===== src/rtl/core_pkg.sv =====
// Shared core definitions: datapath width, reset PC, bubble encoding,
// base opcodes (shared with the control unit) and the IF/ID payload type.
package core_pkg;

    localparam int unsigned XLEN     = 32;
    localparam int unsigned ILEN     = 32;

    localparam logic [XLEN-1:0] RESET_PC  = XLEN'(32'h0000_0000);
    // addi x0,x0,0: decodes as I_type writing x0, so it has no architectural effect
    localparam logic [ILEN-1:0] NOP_INSTR = ILEN'(32'h0000_0013);

    localparam logic [6:0] OP_LW     = 7'b000_0011;
    localparam logic [6:0] OP_SW     = 7'b010_0011;
    localparam logic [6:0] OP_R_TYPE = 7'b011_0011;
    localparam logic [6:0] OP_I_TYPE = 7'b001_0011;
    localparam logic [6:0] OP_JAL    = 7'b110_1111;
    localparam logic [6:0] OP_BEQ    = 7'b110_0011;
    localparam logic [6:0] OP_JALR   = 7'b110_0111;

    typedef struct packed {
        logic [ILEN-1:0] instr;
        logic [XLEN-1:0] pc;
        logic [XLEN-1:0] pc_plus4;
        logic            valid;
    } if_id_t;

    localparam if_id_t IF_ID_BUBBLE = '{
        instr:    NOP_INSTR,
        pc:       '0,
        pc_plus4: '0,
        valid:    1'b0
    };

endpackage


===== src/rtl/fetch_stage_if.sv =====
// Instruction-memory bus between the fetch stage and instruction memory.
//   imem_addr  : fetch address (driven by fetch stage, master)
//   imem_rdata : instruction word, combinational, same cycle (memory, slave)
//   imem_ready : imem_rdata valid this cycle (memory, slave)
interface fetch_stage_if;
    import core_pkg::*;

    logic [XLEN-1:0] imem_addr;
    logic [ILEN-1:0] imem_rdata;
    logic            imem_ready;

    modport master (output imem_addr, input  imem_rdata, input  imem_ready);
    modport slave  (input  imem_addr, output imem_rdata, output imem_ready);
endinterface


===== src/rtl/fetch_stage_if_id_reg.sv =====
// IF/ID pipeline register with flush > stall > bubble-on-not-ready priority.
//   clk, rst      : clock, synchronous active-high reset
//   flush_i       : squash to bubble (beats stall_i)
//   stall_i       : hold current contents
//   fetch_ok_i    : fetched word valid this cycle; otherwise load a bubble
//   payload_i     : fetched instruction, its PC and PC+4
//   payload_o     : registered IF/ID contents
module if_id_reg
    import core_pkg::*;
(
    input  logic   clk,
    input  logic   rst,
    input  logic   flush_i,
    input  logic   stall_i,
    input  logic   fetch_ok_i,
    input  if_id_t payload_i,
    output if_id_t payload_o
);

    if_id_t ifid_q;
    if_id_t ifid_d;

    // Next-state selection
    always_comb begin
        ifid_d = ifid_q;
        if (flush_i) begin
            ifid_d = IF_ID_BUBBLE;
        end else if (stall_i) begin
            ifid_d = ifid_q;
        end else if (!fetch_ok_i) begin
            ifid_d = IF_ID_BUBBLE;
        end else begin
            ifid_d = payload_i;
        end
    end

    always_ff @(posedge clk) begin
        if (rst) begin
            ifid_q <= IF_ID_BUBBLE;
        end else begin
            ifid_q <= ifid_d;
        end
    end

    assign payload_o = ifid_q;

endmodule


===== src/rtl/fetch_stage.sv =====
// RV32I instruction-fetch stage: owns the PC, drives the instruction-memory
// address and feeds the IF/ID register.
//   clk, rst     : clock, synchronous active-high reset
//   stall_f      : hold PC          stall_d : hold IF/ID
//   flush_d      : squash IF/ID     pc_src_e/pc_target_e : execute redirect
//   imem         : instruction-memory bus (master side)
//   instr_d, pc_d, pc_plus4_d, valid_d : registered IF/ID outputs
module fetch_stage
    import core_pkg::*;
(
    input  logic                clk,
    input  logic                rst,
    input  logic                stall_f,
    input  logic                stall_d,
    input  logic                flush_d,
    input  logic                pc_src_e,
    input  logic [XLEN-1:0]     pc_target_e,
    fetch_stage_if.master       imem,
    output logic [ILEN-1:0]     instr_d,
    output logic [XLEN-1:0]     pc_d,
    output logic [XLEN-1:0]     pc_plus4_d,
    output logic                valid_d
);

    logic [XLEN-1:0] pc_f_q;
    logic [XLEN-1:0] pc_f_d;
    logic [XLEN-1:0] pc_f_plus4;
    if_id_t          fetch_payload;
    if_id_t          ifid;

    assign pc_f_plus4 = pc_f_q + XLEN'(4);

    // Next-PC mux: redirect > hold (stall or memory not ready) > sequential
    always_comb begin
        pc_f_d = pc_f_q;
        if (pc_src_e) begin
            // jalr targets may have bit 0 set; it is dropped, never trapped
            pc_f_d = {pc_target_e[XLEN-1:1], 1'b0};
        end else if (stall_f || !imem.imem_ready) begin
            pc_f_d = pc_f_q;
        end else begin
            pc_f_d = pc_f_plus4;
        end
    end

    always_ff @(posedge clk) begin
        if (rst) begin
            pc_f_q <= RESET_PC;
        end else begin
            pc_f_q <= pc_f_d;
        end
    end

    assign imem.imem_addr = pc_f_q;

    always_comb begin
        fetch_payload          = IF_ID_BUBBLE;
        fetch_payload.instr    = imem.imem_rdata;
        fetch_payload.pc       = pc_f_q;
        fetch_payload.pc_plus4 = pc_f_plus4;
        fetch_payload.valid    = 1'b1;
    end

    // A redirect squashes the wrong-path fetch even without flush_d
    if_id_reg u_if_id_reg (
        .clk        (clk),
        .rst        (rst),
        .flush_i    (flush_d | pc_src_e),
        .stall_i    (stall_d),
        .fetch_ok_i (imem.imem_ready),
        .payload_i  (fetch_payload),
        .payload_o  (ifid)
    );

    assign instr_d    = ifid.instr;
    assign pc_d       = ifid.pc;
    assign pc_plus4_d = ifid.pc_plus4;
    assign valid_d    = ifid.valid;

endmodule


===== src/flat_wrapper.sv =====
// flat-port wrapper written by rule: the top's interface ports become plain ports
module fetch_stage_flat import core_pkg::*;
  (clk, rst, stall_f, stall_d, flush_d, pc_src_e, pc_target_e, instr_d, pc_d, pc_plus4_d, valid_d, imem_imem_addr, imem_imem_rdata, imem_imem_ready);
  fetch_stage_if imem_i ();
  input  logic clk;
  input  logic rst;
  input  logic stall_f;
  input  logic stall_d;
  input  logic flush_d;
  input  logic pc_src_e;
  input  logic [XLEN-1:0] pc_target_e;
  output logic [ILEN-1:0] instr_d;
  output logic [XLEN-1:0] pc_d;
  output logic [XLEN-1:0] pc_plus4_d;
  output logic valid_d;
  output wire logic [$bits(imem_i.imem_addr)-1:0] imem_imem_addr;
  input wire logic [$bits(imem_i.imem_rdata)-1:0] imem_imem_rdata;
  input wire logic [$bits(imem_i.imem_ready)-1:0] imem_imem_ready;
  assign imem_imem_addr = imem_i.imem_addr;
  assign imem_i.imem_rdata = imem_imem_rdata;
  assign imem_i.imem_ready = imem_imem_ready;
  fetch_stage u_core (.clk(clk), .rst(rst), .stall_f(stall_f), .stall_d(stall_d), .flush_d(flush_d), .pc_src_e(pc_src_e), .pc_target_e(pc_target_e), .imem(imem_i), .instr_d(instr_d), .pc_d(pc_d), .pc_plus4_d(pc_plus4_d), .valid_d(valid_d));
endmodule

===== config.mk =====
export PLATFORM = sky130hd
export DESIGN_NAME = fetch_stage_flat
export DESIGN_NICKNAME = d
export VERILOG_FILES = /design/src/rtl/core_pkg.sv /design/src/rtl/fetch_stage_if.sv /design/src/rtl/fetch_stage_if_id_reg.sv /design/src/rtl/fetch_stage.sv /design/src/flat_wrapper.sv
export SDC_FILE = /design/constraint.sdc
export NUM_CORES = 1
export LEC_CHECK = 0
export ABC_AREA = 0
export CORE_ASPECT_RATIO = 0.75
export CORE_MARGIN = 4
export CORE_UTILIZATION = 40
export DETAILED_ROUTE_END_ITERATION = 10
export DONT_BUFFER_PORTS = 1
export GPL_TIMING_DRIVEN = 1
export PLACE_DENSITY_LB_ADDON = 0.25
export SETUP_SLACK_MARGIN = 0.02
export SYNTH_ARGS = -nofsm -noshare
export SYNTH_HDL_FRONTEND = slang
export SYNTH_SLANG_ARGS = --single-unit

===== constraint.sdc =====
create_clock -name clk -period 2.1 [get_ports clk]
set_input_delay 0.42 -clock clk [delete_from_list [all_inputs] [get_ports clk]]
set_output_delay 0.42 -clock clk [all_outputs]
set_load 0.05 [all_outputs]

==> metrics, run 1 <==
headroom to the max-slew limit 0.500; share of the synthesized area in the top cell type 0.474; I/O pin count 200; clk slew on worst S/H paths roughly 0.05 ns; DRT Pass-1 Iters 4; synthesized area per cell about 8.5 sq um; max cap viols 0; Fin Hold WS around 0.069 ns; total CTS buffers 17; worst-case clock buffer depth 2; placed insts between 700 and 800; clk sinks between 100 and 150; sequential fraction of the synthesis area 0.474; final setup vio count 0; hold_sp rst; initial antenna violation count 0; WL final about 15000 um; Setup Skew roughly 0.0057 ns; P&R area growth vs syn 17.1%; layout cells sized above 1 0.151; die area between 15000 and 20000 sq um; Skew-Pair Late Insertion Delay roughly 0.42 ns; gr usage total 0.196; Max Transition Viols Final 0; peak supply drop 572 uV; status finished, final reports clean; Setup Buffers After CTS 0; Max Fclk between 500 and 600 MHz; critical path required time roughly 2.4 ns; Crit Path Max Fanout 8; detailed placer's ending HPWL 10500 um; Yosys reg bits 125; nature of the critical path startpoint register; power density over cell area 908 nW/um^2; WHS Path Cells 1; die width roughly 140 um; core area between 10000 and 15000 sq um; # rows 36; Leak ~2.3 nW; DR WL/cell 18.6 um; reg2reg path depth 6; Initial Utilization 0.407; Synth Warn # 0; R2R Setup Slk approximately 0.21 ns; cell area after layout 6180 sq um; hold_buf cts 0; residual DRC count 0; Resize count post-CTS 0; Slew @ Worst Pin ~0.75 ns; crit path kind register to register; Non-Filler Instances a little over 800; ANT cells 0; GPL Wtd Cong 0.770; Final Critical Period about 1.9 ns; reg2reg start u_core.imem.imem_addr[3]; Hold Fails Final Rpt 0; TritonCTS clock tree built; Root Driver clkbuf_16; dpl cell area 5660 sq um; crit end category register; CP startpoint u_core.imem.imem_addr[3]; number of port buffers 0; layout net count ~700; first-pass GRT wire length ~23000 um; top cells by area, synth dfxtp_1 (47%), a22oi_1 (9.1%), nor2_1 (6.5%); DRT iter0 DRCs approximately 300; Cells after Synth 620; total grt overflow 0; count of cell types in the netlist 36; pre-CTS setup slack between 0.2 and 0.25 ns; mapped cell area ~5300 sq um; H-tree Lvls 4; drt via density 5.48; final worst slack a little over 0.2 ns; leading area contributor after synthesis dfxtp_1; CP arrival 2.24 ns; Final Cycle Share 0.902; via count about 4500; die height around 110 um; unrepaired setup endpoints after global routing no; HP Class primary input to register; setup tns final 0 ns; remaining antenna violation count after routing 0; maximum number of pins on one net before global-route repair 71; vias in the first global route approximately 4300
## power by group
part           switching (W)  internal (W)  leakage [nW]
sequential          0.000103       0.00243          1.02
combinational       0.000329      0.000161          1.01
clock               0.000988       0.00160         0.254
total                0.00142       0.00419          2.28
## path summary, 6_finish.rpt
path,endpoint
max,u_core.imem.imem_addr[12]
min,u_core.imem.imem_addr[16]
max reg2reg,u_core.imem.imem_addr[12]
min reg2reg,u_core.u_if_id_reg.payload_o[36]
## sequential cells by signal (all words and copies together), names as in the netlist
register and flops:
u_core.u_if_id_reg.payload_o 94, u_core.imem.imem_addr 31
## area by class of cell
type / instances / area (sq um)
clock buffers: 22 / 444
clock inverters: 10 / 73.8
fillers: 1271 / 6790
inverters: 17 / 63.8
multi-input cells: 424 / 2500
flip-flops and latches: 125 / 2530
well taps: 171 / 214
repair buffers: 46 / 358
## cells in the mapped netlist
cell type and n:
a21o_1 2, a21oi_1 24, a21oi_2 2, a22oi_1 64, and2_1 2, and3_1 14, and4_1 1, buf_1 9
buf_2 8, buf_4 4, clkbuf_1 35, conb_1 1, dfxtp_1 125, ha_1 1, inv_1 17, mux2i_1 5
nand2_1 53, nand2b_1 1, nand3_1 19, nand3b_1 2, nand4_1 12, nand4_4 1, nor2_1 92, nor2b_1 5
nor3_1 10, nor4_1 3, nor4_2 1, nor4_4 1, o21a_1 14, o21ai_0 28, o22ai_1 5, o2bb2ai_1 1
o31a_1 1, or3_1 6, xnor2_1 27, xor2_1 24
## layer usage
| metal | part of all wire | routed length (um) | GRT usage |
|---|---|---|---|
| met5 | 0 | 0 | 0 |
| met4 | 0.018 | 272 | 0.0754 |
| met3 | 0.098 | 1480 | 0.0893 |
| met2 | 0.45 | 6860 | 0.302 |
| met1 | 0.43 | 6510 | 0.240 |
## cell usage in the layout, fill, tap and decap left out, types with 4 or more instances in the layout
master     count
o21ai_0       28
clkinv_2       5
clkbuf_16     17
and3_1        14
nand4_1       12
nor3_1        10
clkbuf_1       5
xnor2_1       27
or3_1          5
nor2_1        91
dfxtp_1      106
o21a_1        14
buf_4         45
o22ai_1        5
a22oi_1       64
xor2_1        24
nand3_1       19
mux2i_1        5
a21oi_1       24
nand2_1       53
nor2b_1        4
dfxtp_2       17
inv_1         17
## stage by stage
step                 util  total power (W)
CTS                 0.476          0.00568
finish              0.476          0.00561
global placement    0.437          0.00306
floorplan               -          0.00299
global route        0.476          0.00583
detailed placement  0.437          0.00307
## critical path, cell delays in order, from the launching register on
cell and delay, ns:
dfxtp_4 0.37, ha_1 0.18, nand3b_1 0.09, or3_1 0.51, or3_1 0.34, a21o_1 0.19
a21oi_2 0.13
## logic make-up after synthesis
group           after synthesis  share of synthesized area
other cells                   1                   0.000710
compound gates              141                      0.176
simple gates                223                      0.196
flops                       125                      0.474
mux                           5                    0.00948
buf+inv                      73                     0.0566
xor+xnor                     51                     0.0846
fa+ha+maj                     1                    0.00237
Power figures use the tool's default switching activity.
==> run 2: changes to the inputs <==
--- a/config.mk
+++ b/config.mk
@@ -6,12 +6,13 @@
 export NUM_CORES = 1
 export LEC_CHECK = 0
 export ABC_AREA = 0
+export ABC_CLOCK_PERIOD_IN_PS = 2100
 export CORE_ASPECT_RATIO = 0.75
 export CORE_MARGIN = 4
 export CORE_UTILIZATION = 40
 export DETAILED_ROUTE_END_ITERATION = 10
 export DONT_BUFFER_PORTS = 1
-export GPL_TIMING_DRIVEN = 1
+export GPL_TIMING_DRIVEN = 0
 export PLACE_DENSITY_LB_ADDON = 0.25
 export SETUP_SLACK_MARGIN = 0.02
 export SYNTH_ARGS = -nofsm -noshare
==> metrics, run 2 (same netlist as run 1, synthesis figures left out) <==
remaining antenna violation count after routing 0; family with the most delay on the worst path simple AND/OR/NAND/NOR gates; Combinational Power Share 0.061; Crit-path slowest cell dfxtp_4; headroom to the max-slew limit 0.483; WHS Path Cells 2; Final Critical Period 2.09 ns; Max Fclk 479 MHz; via count 4671; residual DRC count 0; Sw Pwr between 0.0015 and 0.002 W; peak supply drop around 760 uV; R2R Path End u_core.imem.imem_addr[29]; final setup vio count 0; sw frac 0.250; initial antenna violation count 0; worst-case clock buffer depth 2; ANT cells 0; H-tree Lvls 4; max FFs per register 94; layout cells sized above 1 0.155; clk slew on worst S/H paths 0.06 ns; commonest non-fill, non-tap cells in the layout dfxtp_1 (99), nor2_1 (91), a22oi_1 (64), nand2_1 (53), clkbuf_1 (32); detailed placer's ending HPWL 12200 um; cell-internal power 0.00456 W; Final Cycle Share 0.995; first-pass GRT wire length 25500 um; Slew @ Worst Pin 0.774 ns; DR WL/cell 20.2 um; WP buf/inv 2; Fillers between 1000 and 1500; Crit Path Max Fanout 8; number of port buffers 0; commonest non-fill, non-tap cell in the layout dfxtp_1; vias in the first global route about 4500; Skew-Pair Late Insertion Delay between 0.4 and 0.5 ns; reg2reg start u_core.imem.imem_addr[2]; clock power share 0.496; layout net count 730; crit end category register; WL final 17000 um; die area roughly 15000 sq um; Root Driver clkbuf_16; clk sinks around 130; Reg power frac 0.442; die width approximately 140 um; CP arrival about 2.4 ns; final worst slack between 0.01 and 0.015 ns; Max Transition Viols Final 0; Initial Utilization 0.407; nature of the critical path startpoint register; die height between 100 and 150 um; Hold Path Sink u_core.imem.imem_addr[12]; max cap viols 0; delay of the slowest critical-path stage ~0.50 ns; DRT Pass-1 Iters 5; critical path required time about 2.4 ns; final core utilization 0.496; cells along the critical path nand4_1, buf_4, nor4_4, buf_4, nand4_1, o21a_1, o31a_1; unrepaired setup endpoints after global routing yes; P&R area growth vs syn 21.8%; crit path kind register to register; Leak 2.35 nW; gr usage total 0.218; power density over cell area roughly 950 nW/um^2; maximum number of pins on one net before global-route repair 17; R2R Setup Slk 0.01 ns; HP Class primary input to register; core area roughly 13000 sq um; reg2reg path depth 7; status finished, final reports clean; I/O pin count 200; # rows 36; pre-CTS setup slack -0.447 ns; GPL Wtd Cong 0.780; Hold Fails Final Rpt 0; drt via density approximately 5.6; TritonCTS clock tree built; total grt overflow 0; hold_sp pc_target_e[12]; Setup Skew roughly 0.009 ns; total CTS buffers 17; DRT iter0 DRCs between 200 and 300
## run 2: power groups by stage
stage | sequential, W | clock [W] | combinational [W]
floorplan | 0.00271 | 0 | 0.000274
global placement | 0.00274 | 0 | 0.000352
detailed placement | 0.00274 | 0 | 0.000360
CTS | 0.00269 | 0.00307 | 0.000371
global route | 0.00270 | 0.00320 | 0.000415
finish | 0.00269 | 0.00302 | 0.000373
## run 2: worst register-to-register path, stage by stage, from the launching register on
cell and delay, ns:
dfxtp_4 0.50, nand4_1 0.14, buf_4 0.18, nor4_4 0.24, buf_4 0.18, nand4_1 0.21
o21a_1 0.28, o31a_1 0.23
## run 2: repair_timing
item | 4_1_cts | 5_1_grt
hold endpoints to repair | 0 | 0
hold buffers | 0 | 0
setup buffers | 14 | 3
setup endpoints to repair | 35 | 23
gates resized for setup | 35 | 14
pin swaps | 8 | 7
cloned | 0 | 1
## run 2: how the worst max path moves through the flow
| stage | slack [ns] | cells after the start | endpoint | start |
|---|---|---|---|---|
| final | 0.01 | 7 | u_core.imem.imem_addr[29] | u_core.imem.imem_addr[2] |
| after global routing | -0.04 | 7 | u_core.imem.imem_addr[29] | u_core.imem.imem_addr[2] |
| after global placement | -0.42 | 7 | u_core.imem.imem_addr[25] | u_core.imem.imem_addr[14] |
| after floorplan | 0.03 | 6 | u_core.imem.imem_addr[31] | u_core.imem.imem_addr[14] |
| after CTS | 0.03 | 6 | u_core.imem.imem_addr[29] | u_core.imem.imem_addr[4] |
| after detailed placement | -0.45 | 7 | u_core.imem.imem_addr[25] | u_core.imem.imem_addr[14] |
## run 2: per-stage QoR
stage	instance area, sq um	total power [W]	instances	setup TNS, ns	hold WS, ns
floorplan	5320	0.00299	622	0	0.552
global placement	5530	0.00309	793	-9.05	0.563
detailed placement	5530	0.00310	793	-10.34	0.572
CTS	6350	0.00613	837	0	0.129
global route	6430	0.00631	840	-0.0651	0.125
finish	6430	0.00608	840	0	0.149
## run 2: metal layers
metal / track usage / wire length, um
met2: 0.327 / 7690
met1: 0.279 / 7310
met4: 0.0733 / 266
met5: 0 / 0
met3: 0.0986 / 1690
## run 2: layout make-up
type                    instances  area, sq um  area share
plain buffers                  55          262      0.0407
clock buffers                  23          498      0.0775
clock inverters                 7          110      0.0171
inverters                      17         63.8     0.00993
multi-input cells             424         2580       0.401
flip-flops and latches        125         2570       0.400
well taps                     171          214      0.0333
repair buffers                 18          133      0.0206
==> run 3: changes to the inputs <==
--- a/config.mk
+++ b/config.mk
@@ -10,6 +10,7 @@
 export CORE_ASPECT_RATIO = 0.75
 export CORE_MARGIN = 4
 export CORE_UTILIZATION = 40
+export CTS_BUF_LIST = sky130_fd_sc_hd__clkbuf_4 sky130_fd_sc_hd__clkbuf_8 sky130_fd_sc_hd__clkbuf_16
 export DETAILED_ROUTE_END_ITERATION = 10
 export DONT_BUFFER_PORTS = 1
 export GPL_TIMING_DRIVEN = 0
==> metrics, run 3 (same netlist as run 1, synthesis figures left out) <==
cell-internal power 0.00458 W; reg2reg path depth 7; Hold Fails Final Rpt 0; ANT cells 0; final setup vio count 0; Skew-Pair Late Insertion Delay about 0.42 ns; H-tree Lvls 4; R2R Setup Slk about 0.013 ns; reg2reg start u_core.imem.imem_addr[2]; vias in the first global route 4452; Final Cycle Share 0.994; DRT Pass-1 Iters 5; layout net count 730; R2R Path End u_core.imem.imem_addr[29]; remaining antenna violation count after routing 0; Final Critical Period 2.09 ns; maximum number of pins on one net before global-route repair 17; number of port buffers 0; power density over cell area 947 nW/um^2; die width 141 um; hold_buf cts 0; TritonCTS clock tree built; clock power share 0.498; drt via density roughly 5.6; Hold Path Sink u_core.imem.imem_addr[12]; critical path required time between 2 and 2.5 ns; Max Fclk around 480 MHz; dpl cell area between 5000 and 6000 sq um; Sw Pwr roughly 0.0015 W; detailed placer's ending HPWL between 10000 and 15000 um; HP Class primary input to register; initial antenna violation count 0; DR WL/cell 20.2 um; core area 13000 sq um; die height approximately 110 um; crit end category register; Setup Skew 0.00881 ns; hold_sp pc_target_e[12]; nature of the critical path startpoint register; clk sinks 125; Fillers ~1200; delay of the slowest critical-path stage ~0.5 ns; first-pass GRT wire length 25500 um; status finished, final reports clean; layout cells sized above 1 0.157; crit path kind register to register; WL final 17000 um; CP startpoint u_core.imem.imem_addr[2]; commonest non-fill, non-tap cells in the layout dfxtp_1 (99), nor2_1 (91), a22oi_1 (64), nand2_1 (53), clkbuf_1 (31); unrepaired setup endpoints after global routing yes; commonest non-fill, non-tap cell in the layout dfxtp_1; Crit-path slowest cell dfxtp_4; peak supply drop between 700 and 800 uV; max FFs per register between 90 and 100; Initial Utilization 0.407; cells along the critical path nand4_1, buf_4, nor4_4, buf_4, nand4_1, o21a_1, o31a_1; P&R area growth vs syn 21.9%; CP arrival ~2.4 ns; total grt overflow 0; residual DRC count 0; Root Driver clkbuf_16; cell area after layout between 6000 and 7000 sq um; WP buf/inv 2; Combinational Power Share 0.061; max cap viols 0; placed insts 793; I/O pin count 200; critical path depth 7; gr usage total 0.218; Crit Path Max Fanout 8; Non-Filler Instances 840; die area around 15000 sq um; total CTS buffers 17; sw frac 0.249; clk slew on worst S/H paths 0.06 ns; family with the most delay on the worst path simple AND/OR/NAND/NOR gates; Slew @ Worst Pin ~0.77 ns; headroom to the max-slew limit 0.483; # rows 36; Leak 2.36 nW; GPL Wtd Cong roughly 0.8; Max Transition Viols Final 0; Reg power frac 0.441; via count 4668; DRT iter0 DRCs approximately 290; worst-case clock buffer depth 2; WHS Path Cells 2
## run 3: cell types whose count changed in the layout (fill, tap and decap cells not counted)
cell      change
clkbuf_1      -1
clkbuf_4      +1
## run 3: worst register-to-register path: stages (launching register included)
cell     delay, ns
dfxtp_4       0.50
nand4_1       0.14
buf_4         0.18
nor4_4        0.24
buf_4         0.18
nand4_1       0.21
o21a_1        0.28
o31a_1        0.23
## run 3: area by class of cell
| type | count | area (sq um) | area share |
|---|---|---|---|
| buffer | 55 | 262 | 0.0407 |
| clock buffer | 23 | 502 | 0.0780 |
| clock inverter | 7 | 110 | 0.0171 |
| inverter | 17 | 63.8 | 0.00992 |
| multi-input combinational | 424 | 2580 | 0.401 |
| sequential | 125 | 2570 | 0.400 |
| tap | 171 | 214 | 0.0333 |
| timing repair buffer | 18 | 133 | 0.0206 |
## run 3: per-layer routing
| layer | vias to the layer above | part of all wire | global-route usage | routed length, um |
|---|---|---|---|---|
| met5 | - | 0 | 0 | 0 |
| met4 | 0 | 0.016 | 0.0733 | 266 |
| met2 | 200 | 0.45 | 0.327 | 7690 |
| li1 | 2195 | - | - | - |
| met3 | 20 | 0.099 | 0.0986 | 1680 |
| met1 | 2253 | 0.43 | 0.279 | 7330 |
## run 3: power groups by stage
stage	Combinational (W)	Clock, W	Sequential [W]
after detailed placement	0.000360	0	0.00274
after global placement	0.000352	0	0.00274
after floorplan	0.000274	0	0.00271
after CTS	0.000371	0.00308	0.00269
after global routing	0.000415	0.00321	0.00270
final	0.000373	0.00303	0.00269
## run 3: worst max-delay path by stage
| stage | to |
|---|---|
| 3_3_place_gp | u_core.imem.imem_addr[25] |
| 6_report | u_core.imem.imem_addr[29] |
| 4_1_cts | u_core.imem.imem_addr[29] |
| 2_1_floorplan | u_core.imem.imem_addr[31] |
| 5_1_grt | u_core.imem.imem_addr[29] |
| 3_5_place_dp | u_core.imem.imem_addr[25] |
## run 3: stage by stage
| step | util | hold slack (ns) | power, W | TNS, ns | setup WS, ns |
|---|---|---|---|---|---|
| after floorplan | - | 0.552 | 0.00299 | 0 | 0.0252 |
| after detailed placement | 0.426 | 0.572 | 0.00310 | -10.34 | -0.447 |
| after global placement | 0.426 | 0.563 | 0.00309 | -9.05 | -0.419 |
| after global routing | 0.496 | 0.125 | 0.00633 | -0.0651 | -0.0354 |
| final | 0.496 | 0.148 | 0.00609 | 0 | 0.0127 |
| after CTS | 0.490 | 0.129 | 0.00614 | 0 | 0.0326 |
## run 3: what timing repair did
action                     in CTS  in global routing
setup endpoints to repair      35                 23
gates resized for setup        35                 14
hold endpoints to repair        0                  0
buffers inserted               14                  3
gates cloned                    0                  1
pin swaps                       8                  7
